--- config.mk ---
export PLATFORM = sky130hd
export DESIGN_NAME = spi_peripheral
export DESIGN_NICKNAME = d
export VERILOG_FILES = /design/src/rtl/spi_peripheral.sv
export SDC_FILE = /design/constraint.sdc
export NUM_CORES = 1
export LEC_CHECK = 0
export ABC_AREA = 1
export CAP_MARGIN = 40
export CORE_MARGIN = 8
export CORE_UTILIZATION = 40
export DETAILED_ROUTE_END_ITERATION = 6
export SYNTH_ARGS = -nofsm -noshare
export SYNTH_HDL_FRONTEND = slang
export SYNTH_SLANG_ARGS = --single-unit
--- constraint.sdc ---
create_clock -name i_clk -period 1.3 [get_ports i_clk]
set_input_delay 0.26 -clock i_clk [delete_from_list [all_inputs] [get_ports i_clk]]
set_output_delay 0.26 -clock i_clk [all_outputs]
set_load 0.01 [all_outputs]
--- src/rtl/spi_peripheral.sv ---
// spi_peripheral: SPI target endpoint for modes 0-3 with synchronized SCLK/CS_n/COPI and a one-entry tx holding register.
// Optional macro SPI_PERIPHERAL_CIPO_TRISTATE_EN releases o_cipo (1'bz) while deselected or idle.
module spi_peripheral #(
    parameter int SYNC_STAGES = 2
) (
    input  logic       i_clk,
    input  logic       i_rst,
    input  logic [2:0] i_config,
    input  logic [7:0] i_tx,
    input  logic       i_tx_valid,
    output logic       o_tx_ready,
    output logic [7:0] o_rx,
    output logic       o_rx_valid,
    output logic       o_underrun,
    output logic       o_busy,
    input  logic       i_sclk,
    input  logic       i_cs_n,
    input  logic       i_copi,
    output logic       o_cipo
);
    typedef enum logic [1:0] {IDLE, LOAD, SHIFT} state_t;
    state_t state_q, state_d;
    logic [SYNC_STAGES-1:0] sclk_q, cs_q, copi_q;
    logic sclk_prev, cs_prev, full_q, rx_valid_q, underrun_q, cipo_q;
    logic [1:0] mode_q;
    logic [7:0] hold_q, tx_sh, rx_sh, rx_q, rx_next;
    logic [2:0] cnt_q;
    logic sclk_s, cs_s, copi_s, lead_e, trail_e, sample_e, shift_e, last, load, abort, deselect;

    assign sclk_s   = sclk_q[SYNC_STAGES-1];
    assign cs_s     = cs_q[SYNC_STAGES-1];
    assign copi_s   = copi_q[SYNC_STAGES-1];
    assign lead_e   = (sclk_s != sclk_prev) && (sclk_prev == mode_q[1]);
    assign trail_e  = (sclk_s != sclk_prev) && (sclk_s == mode_q[1]);
    assign sample_e = (state_q == SHIFT) && (mode_q[0] ? trail_e : lead_e);
    // CPHA=0: the trailing edge right after a completed byte is skipped; LOAD already presented the new MSB
    assign shift_e  = (state_q == SHIFT) && (mode_q[0] ? lead_e : trail_e) && (mode_q[0] || cnt_q != 3'd0);
    assign last     = sample_e && (cnt_q == 3'd7);
    assign load     = (state_q == LOAD) && !cs_s;
    assign abort    = (state_q != IDLE) && cs_s;
    assign rx_next  = {rx_sh[6:0], copi_s};
    assign deselect = cs_s || (state_q == IDLE);

    always_comb begin
        state_d = (state_q == IDLE) ? ((cs_prev && !cs_s) ? LOAD : IDLE) :
                  cs_s              ? IDLE :
                  (state_q == LOAD) ? SHIFT :
                  last              ? LOAD : state_q;
    end

    always_ff @(posedge i_clk) begin
        if (i_rst) begin
            sclk_q     <= '0;
            cs_q       <= '1;
            copi_q     <= '0;
            sclk_prev  <= 1'b0;
            cs_prev    <= 1'b1;
            state_q    <= IDLE;
            mode_q     <= 2'b00;
            hold_q     <= 8'h00;
            full_q     <= 1'b0;
            tx_sh      <= 8'h00;
            rx_sh      <= 8'h00;
            rx_q       <= 8'h00;
            cnt_q      <= 3'd0;
            rx_valid_q <= 1'b0;
            underrun_q <= 1'b0;
            cipo_q     <= 1'b0;
        end else begin
            sclk_q     <= {sclk_q[SYNC_STAGES-2:0], i_sclk};
            cs_q       <= {cs_q[SYNC_STAGES-2:0], i_cs_n};
            copi_q     <= {copi_q[SYNC_STAGES-2:0], i_copi};
            sclk_prev  <= sclk_s;
            cs_prev    <= cs_s;
            state_q    <= state_d;
            rx_valid_q <= 1'b0;
            underrun_q <= 1'b0;
            if (state_q == IDLE && i_config[0]) mode_q <= i_config[2:1];
            if (i_tx_valid && !full_q) begin
                hold_q <= i_tx;
                full_q <= 1'b1;
            end
            if (sample_e) begin
                rx_sh <= rx_next;
                cnt_q <= cnt_q + 3'd1;
            end
            if (last) begin
                rx_q       <= rx_next;
                rx_valid_q <= 1'b1;
            end
            if (shift_e) begin
                tx_sh  <= {tx_sh[6:0], 1'b0};
                cipo_q <= mode_q[0] ? tx_sh[7] : tx_sh[6];
            end
            if (load) begin
                tx_sh      <= full_q ? hold_q : 8'h00;
                underrun_q <= !full_q;
                cnt_q      <= 3'd0;
                if (full_q) full_q <= 1'b0;
                if (!mode_q[0]) cipo_q <= full_q && hold_q[7];
            end
            if (abort) begin
                tx_sh  <= 8'h00;
                rx_sh  <= 8'h00;
                cnt_q  <= 3'd0;
                cipo_q <= 1'b0;
            end
        end
    end

    assign o_tx_ready = !full_q;
    assign o_rx       = rx_q;
    assign o_rx_valid = rx_valid_q;
    assign o_underrun = underrun_q;
    assign o_busy     = state_q != IDLE;
`ifdef SPI_PERIPHERAL_CIPO_TRISTATE_EN
    assign o_cipo = deselect ? 1'bz : cipo_q;
`else
    assign o_cipo = deselect ? 1'b0 : cipo_q;
`endif
endmodule

==> results of run 1 <==
[final cells by class]
cell class / count / area (um^2) / area share (%)
clock buffers: 6 / 72.6 / 2.33
multi-input cells: 184 / 1070 / 34.4
flip-flops and latches: 50 / 1020 / 32.6
clock inverters: 2 / 37.5 / 1.20
repair buffers: 69 / 676 / 21.7
well taps: 70 / 87.6 / 2.81
inverters: 40 / 155 / 4.97
[worst min-delay path by stage]
stage / slack (ns) / end
2_1_floorplan: 0.36 / cs_q[0]$_SDFF_PP1_
3_3_place_gp: 0.39 / sclk_q[1]$_SDFF_PP0_
3_5_place_dp: 0.39 / copi_q[1]$_SDFF_PP0_
4_1_cts: 0.41 / copi_q[1]$_SDFF_PP0_
5_1_grt: 0.43 / sclk_q[1]$_SDFF_PP0_
6_report: 0.40 / copi_q[1]$_SDFF_PP0_
[state kept, by name (all words and copies together) (netlist names)]
register	flops
cipo_q	1
full_q	1
sclk_prev	1
cs_prev	1
cs_q	2
rx_sh	7
hold_q	8
tx_sh	8
copi_q	2
sclk_q	2
o_rx	8
state_q	2
o_rx_valid	1
cnt_q	3
o_underrun	1
mode_q	2
[cells by family after synthesis]
| logic type | count (synthesis) | synth area share [%] |
|---|---|---|
| buffers and inverters | 49 | 10.5 |
| AOI/OAI and AO/OA | 50 | 12.6 |
| adders and majority gates | 3 | 1.78 |
| DFF | 50 | 47.4 |
| and+or+nand+nor | 131 | 27.7 |
[stage by stage]
stage | worst slack [ns] | std cells | util, % | hold WS, ns
floorplan | 0.0312 | 283 | - | 0.364
global placement | -0.0893 | 401 | 52.2 | 0.390
detailed placement | -0.132 | 401 | 52.2 | 0.392
CTS | -0.0123 | 417 | 57.5 | 0.405
global route | -0.126 | 421 | 61.1 | 0.431
finish | -0.0279 | 421 | 61.1 | 0.404
[power by group through the flow]
stage          clock, uW  sequential, uW  combinational, uW
2_1_floorplan          0            1620                121
3_3_place_gp           0            1620                244
3_5_place_dp           0            1630                245
4_1_cts             1130            1590                291
5_1_grt             1190            1600                337
6_report            1090            1590                305
[cells in the final DEF (no fill, tap or decap)]
cell type,instances
clkinvlp_4,1
clkdlybuf4s50_1,16
nand2_4,2
clkbuf_8,5
or2_2,2
a21oi_2,6
buf_2,2
nor2_1,37
inv_4,2
bufinv_16,1
nand4_1,2
nand2_2,15
o21ai_0,11
nand3_2,10
inv_1,32
nor3_1,2
clkdlybuf4s15_1,1
a211oi_1,1
ha_1,2
buf_12,4
dfxtp_2,7
o21ai_2,11
nand3_4,1
inv_2,6
nand2_1,43
nor2_4,5
o21ai_4,1
buf_6,6
a21oi_1,17
dfxtp_1,41
clkbuf_1,1
a21boi_2,1
nor2_2,3
clkbuf_16,2
dfxtp_4,2
dlygate4sd2_1,10
o21ai_1,2
nand3_1,9
buf_4,28
ha_4,1
[tightest hold or removal path, cell delays in order, from the launching register on]
cell and delay, ns:
dfxtp_1 0.30, inv_1 0.04, nor2_1 0.03
[routing by layer]
layer	up-vias	GRT usage (%)	wire (um)	share of wire (%)
met4	0	6.61	99	1.9
met3	9	3.81	181	3.5
li1	1026	-	-	-
met5	-	0	0	0
met2	30	21.2	2460	47
met1	851	17.3	2470	47
[repair_timing]
action                                  CTS  global route
pin swaps                                23            27
buffers inserted                          7             3
endpoints found under the setup margin   35            31
cloned                                    1             2
gates resized for setup                  52            50
==> flow_metrics.env, run 1 <==
export IMPL_viasPerCell=4.55
export IMPL_cp_slowest_cell="dfxtp_2"
export IMPL_arrival_ns=1.56
export IMPL_syn_inst=283
export IMPL_synthTopCellsByCount="nand2_1 (54), dfxtp_1 (50), nor2_1 (41), inv_1 (36)"
export IMPL_cts_tree="done"
export IMPL_placed_area_um2=2670
export IMPL_drt_iter0_markers=93
export IMPL_slew_headroom_pct=84.1
export IMPL_yosys_warnings=0
export IMPL_synth_nets=303
export IMPL_cts_clk_slew_worst_paths_ns=0.09
export IMPL_fmax_mhz=753
export IMPL_min_period_ns=1.33
export IMPL_critPathMaxStageDelay_ns=0.34
export IMPL_min_period_over_period_pct=102
export IMPL_synth_area_um2=2110
export IMPL_wl_per_cell_um=12.4
export IMPL_min_from="copi_q[0]$_SDFF_PP0_"
export IMPL_path_class="flop to flop"
export IMPL_violations="setup timing"
export IMPL_synth_area_per_cell_um2=7.46
export IMPL_crit_start="cnt_q[0]$_SDFFE_PP0P_"
export IMPL_maxCapViolations=0
export IMPL_cts_sinks=50
export IMPL_die_area_um2=7860
export IMPL_synth_cell_types=22
export IMPL_cts_hold_buf=0
export IMPL_final_nets=370
export IMPL_stdcell_area_um2=3120
export IMPL_cts_buffer_depth=2
export IMPL_skew_ns=0.00339
export IMPL_hp_class="flop to flop"
export IMPL_htreeDepth=2
export IMPL_diodes=0
export IMPL_place_congestion=0.774
export IMPL_drc=0
export IMPL_r2r_setup_slack_ns=-0.03
export IMPL_pwr_share_clk_pct=36.6
export IMPL_coreArea_um2=5110
export IMPL_synth_edf_count=0
export IMPL_die_h_um=88.6
export IMPL_startpoint_type="flop"
export IMPL_vias=1916
export IMPL_ir_drop_uv=555
export IMPL_numPortBuffers=29
export IMPL_p_comb_share_pct=10.2
export IMPL_path_depth=10
export IMPL_cp_cell_sequence="inv_2 > ha_4 > nand2_2 > nand3_2 > nand2_4 > buf_6 > buf_12 > a21oi_2 > nor2_1 > nor2_1"
export IMPL_cp_max_fo=6
export IMPL_cp_endpoint="tx_sh[5]$_SDFFE_PP0P_"
export IMPL_die_w_um=88.6
export IMPL_synthArstFlopShare_pct=0
export IMPL_sequentialPowerShare_pct=53.2
export IMPL_powerDensity_nw_per_um2=958
export IMPL_setup_worst_path_end_class="flop"
export IMPL_r2r_end="tx_sh[5]$_SDFFE_PP0P_"
export IMPL_worst_pin_slew_ns=0.238
export IMPL_slew_violations=0
export IMPL_fin_ws_ns=-0.0279
export IMPL_numCtsBuffers=5
export IMPL_finalHoldViolCount=0
export IMPL_cp_num_buf_inv=3
export IMPL_cp_common_cell="nor2_1"
export IMPL_finalSetupViolations=14
export IMPL_fillCellCount=487
export IMPL_io_pins=30
export IMPL_synth_area_leaders="dfxtp_1 (47%), nand2_1 (9.6%), nor2_1 (7.3%)"
export IMPL_synth_top_area_share_pct=47.4
export IMPL_syn_to_final_growth_pct=47.8
export IMPL_swShare_pct=23.2
export IMPL_synth_seq_cells=50
export IMPL_ys_flop_type="dfxtp_1"
export IMPL_power_switching_uw=693
export IMPL_cts_root_buf="clkbuf_8"
export IMPL_yosys_area_top_type="dfxtp_1"
export IMPL_start_util_pct=41.3
export IMPL_grt_start_max_net_pins=17
export IMPL_min_delay_path_depth=2
export IMPL_status="finished with violations"
export IMPL_grt_antenna_before_repair=0
export IMPL_grt_pass1_vias=1865
export IMPL_ff2ff_path_depth=10
export IMPL_wl_um=5210
export IMPL_tns_ns=-0.240
export IMPL_grt_pass1_wl_um=8440
export IMPL_insertion_delay_ns=0.30
export IMPL_drive_gt1_share_pct=35.3
export IMPL_grt_util_all_layers_pct=13.8
export IMPL_synth_most_common_cell="nand2_1"
export IMPL_core_rowCount=26
export IMPL_p_int_uw=2300
export IMPL_ys_seq_area_share_pct=47.4
export IMPL_drtPass1Iterations=4
export IMPL_dpl_hpwl_um=3400
export IMPL_path_delay_family="flip-flops"
export IMPL_p_leak_uw=0.00140
export IMPL_r2r_start="cnt_q[0]$_SDFFE_PP0P_"
export IMPL_p_total_uw=2990
export IMPL_required_ns=1.54
export IMPL_ant_nets=0
export IMPL_grt_ovfl_total=0
export IMPL_rsz0062_at_grt="true"
(Power assumes the default switching activity.)
==> run 2: changes to the inputs <==
--- a/config.mk
+++ b/config.mk
@@ -7,5 +7,5 @@
 export LEC_CHECK = 0
 export ABC_AREA = 1
-export CAP_MARGIN = 40
+export CAP_MARGIN = 10
 export CORE_MARGIN = 8
 export CORE_UTILIZATION = 40
==> constraint.sdc (replaced) <==
create_clock -name i_clk -period 1.3 [get_ports i_clk]
set_input_delay 0.39 -clock i_clk [delete_from_list [all_inputs] [get_ports i_clk]]
set_output_delay 0.39 -clock i_clk [all_outputs]
set_load 0.01 [all_outputs]
==> run 2 against run 1 <==
  * The run still ends with setup timing left
  * Critical endpoint is now o_busy
  * Routed wire length is 2.9% higher
  * Largest power group unchanged
  * Global-route usage hardly changed
  * Die area stayed put
  * Critical path type is now flop to primary output
==> flow_metrics.env, run 2 (synthesis results as in run 1) <==
export IMPL_status="finished with violations"
export IMPL_violations="setup timing"
export IMPL_insertion_delay_ns=0.30
export IMPL_min_period_ns=1.46
export IMPL_finalHoldViolCount=0
export IMPL_rsz0062_at_grt="true"
export IMPL_min_delay_path_depth=2
export IMPL_die_area_um2=7860
export IMPL_placed_area_um2=2640
export IMPL_stdcell_area_um2=3190
export IMPL_maxCapViolations=0
export IMPL_finalSetupViolations=29
export IMPL_die_h_um=88.6
export IMPL_cts_sinks=50
export IMPL_drive_gt1_share_pct=41.0
export IMPL_final_cell_mix="dfxtp_1 (39), nor2_1 (38), nand2_1 (36)"
export IMPL_cts_hold_buf=0
export IMPL_ir_drop_uv=581
export IMPL_cp_common_cell="buf_6"
export IMPL_stdcell_count=419
export IMPL_setup_worst_path_end_class="primary output"
export IMPL_numCtsBuffers=5
export IMPL_slew_violations=0
export IMPL_cp_max_fo=2
export IMPL_wl_per_cell_um=12.8
export IMPL_vias=1954
export IMPL_coreArea_um2=5110
export IMPL_multi_input_area_um2=1130
export IMPL_hp_class="flop to flop"
export IMPL_grt_ovfl_total=0
export IMPL_grt_pass1_vias=1828
export IMPL_final_nets=368
export IMPL_wl_um=5360
export IMPL_path_class="flop to primary output"
export IMPL_p_leak_uw=0.00139
export IMPL_cts_tree="done"
export IMPL_dpl_hpwl_um=3330
export IMPL_final_util_pct=62.4
export IMPL_io_pins=30
export IMPL_fillCellCount=472
export IMPL_start_util_pct=41.3
export IMPL_slew_headroom_pct=82.9
export IMPL_drt_iter0_markers=124
export IMPL_numPortBuffers=29
export IMPL_place_inst=397
export IMPL_drc=0
export IMPL_die_w_um=88.6
export IMPL_cts_root_buf="clkbuf_8"
export IMPL_cp_cell_sequence="buf_6 > nor2_4 > buf_6 > inv_2 > buf_6"
export IMPL_grt_antenna_before_repair=0
export IMPL_min_period_over_period_pct=113
export IMPL_layout_commonest_cell="dfxtp_1"
export IMPL_startpoint_type="flop"
export IMPL_htreeDepth=2
export IMPL_ff2ff_path_depth=10
export IMPL_fin_ws_ns=-0.164
export IMPL_place_congestion=0.808
export IMPL_syn_to_final_growth_pct=51.0
export IMPL_critPathMaxStageDelay_ns=0.34
export IMPL_worst_pin_slew_ns=0.256
export IMPL_seq_area_um2=1020
export IMPL_drtPass1Iterations=4
export IMPL_skew_ns=0.00708
export IMPL_ant_nets=0
export IMPL_viasPerCell=4.66
export IMPL_arrival_ns=1.07
export IMPL_cp_slowest_cell="dfxtp_2"
export IMPL_grt_start_max_net_pins=17
export IMPL_core_rowCount=26
export IMPL_diodes=0
export IMPL_fmax_mhz=683
export IMPL_grt_util_all_layers_pct=13.8
export IMPL_powerDensity_nw_per_um2=914
export IMPL_required_ns=0.91
export IMPL_cts_buffer_depth=2
export IMPL_cts_clk_slew_worst_paths_ns=0.09
export IMPL_grt_pass1_wl_um=8330
## run 2: changes by cell type in the layout (fill, tap and decap cells not counted), moves of 3 or more
| cell | delta |
|---|---|
| buf_4 | -11 |
| dlygate4sd2_1 | -8 |
| buf_6 | +9 |
| dfxtp_2 | +3 |
| nand2_2 | +5 |
| nor2_2 | -3 |
| clkbuf_2 | +7 |
| inv_1 | -3 |
| nand2_1 | -7 |
## run 2: timing repair
action	4_1_cts	5_1_grt
buffers inserted	5	9
setup endpoints to repair	34	42
pin swaps	9	21
cloned	3	0
gates resized for setup	89	62
## run 2: path summary, 6_finish.rpt
kind,slack [ns],startpoint,endpoint
hold / removal,0.40,sclk_q[0]$_SDFF_PP0_,sclk_q[1]$_SDFF_PP0_
setup / recovery,-0.16,state_q[1]$_SDFFE_PP0P_,o_busy
hold reg to reg,0.40,sclk_q[0]$_SDFF_PP0_,sclk_q[1]$_SDFF_PP0_
setup reg to reg,-0.12,sclk_prev$_SDFF_PP0_,o_rx[0]$_SDFFE_PP0P_
## run 2: metrics by stage
step / setup TNS (ns) / hold slack [ns] / total power, uW / worst slack (ns)
floorplan: 0 / 0.388 / 1740 / 0.0173
detailed placement: -5.60 / 0.393 / 1860 / -0.212
CTS: -1.87 / 0.406 / 2890 / -0.110
global route: -4.46 / 0.423 / 3020 / -0.218
global placement: -4.69 / 0.392 / 1860 / -0.189
finish: -2.26 / 0.397 / 2910 / -0.164
## run 2: routing by layer
| layer | GRT usage, % | vias to the layer above | wire [um] |
|---|---|---|---|
| li1 | - | 1023 | - |
| met1 | 17.3 | 889 | 2440 |
| met2 | 22.3 | 36 | 2680 |
| met3 | 2.69 | 6 | 168 |
| met4 | 5.84 | 0 | 76 |
| met5 | 0 | - | 0 |
## run 2: report_power, final
group | internal [uW] | switching (uW) | leakage [uW]
Combinational | 165 | 161 | 0.000924
Sequential | 1570 | 27.2 | 0.000412
Clock | 488 | 503 | 0.0000544
Total | 2220 | 691 | 0.00139
## run 2: cell type report
class	count	share of cell area, %
inverter	40	5.02
clock inverter	1	0.275
clock buffer	7	3.02
sequential	50	31.9
timing repair buffer	67	21.5
tap	70	2.75
multi-input combinational	184	35.5
## run 2: critical path: cells and delay by family, from the launching register on
| kind | cells | cell delay [ns] |
|---|---|---|
| buffers and inverters | 4 | 0.35 |
| and+or+nand+nor | 1 | 0.09 |
| DFF | 1 | 0.34 |
==> run 3: changes to the inputs <==
- CAP_MARGIN: 10 -> 20
==> results of run 3 <==
No change in the layout: final DEF, timing and power equal those of run 2.
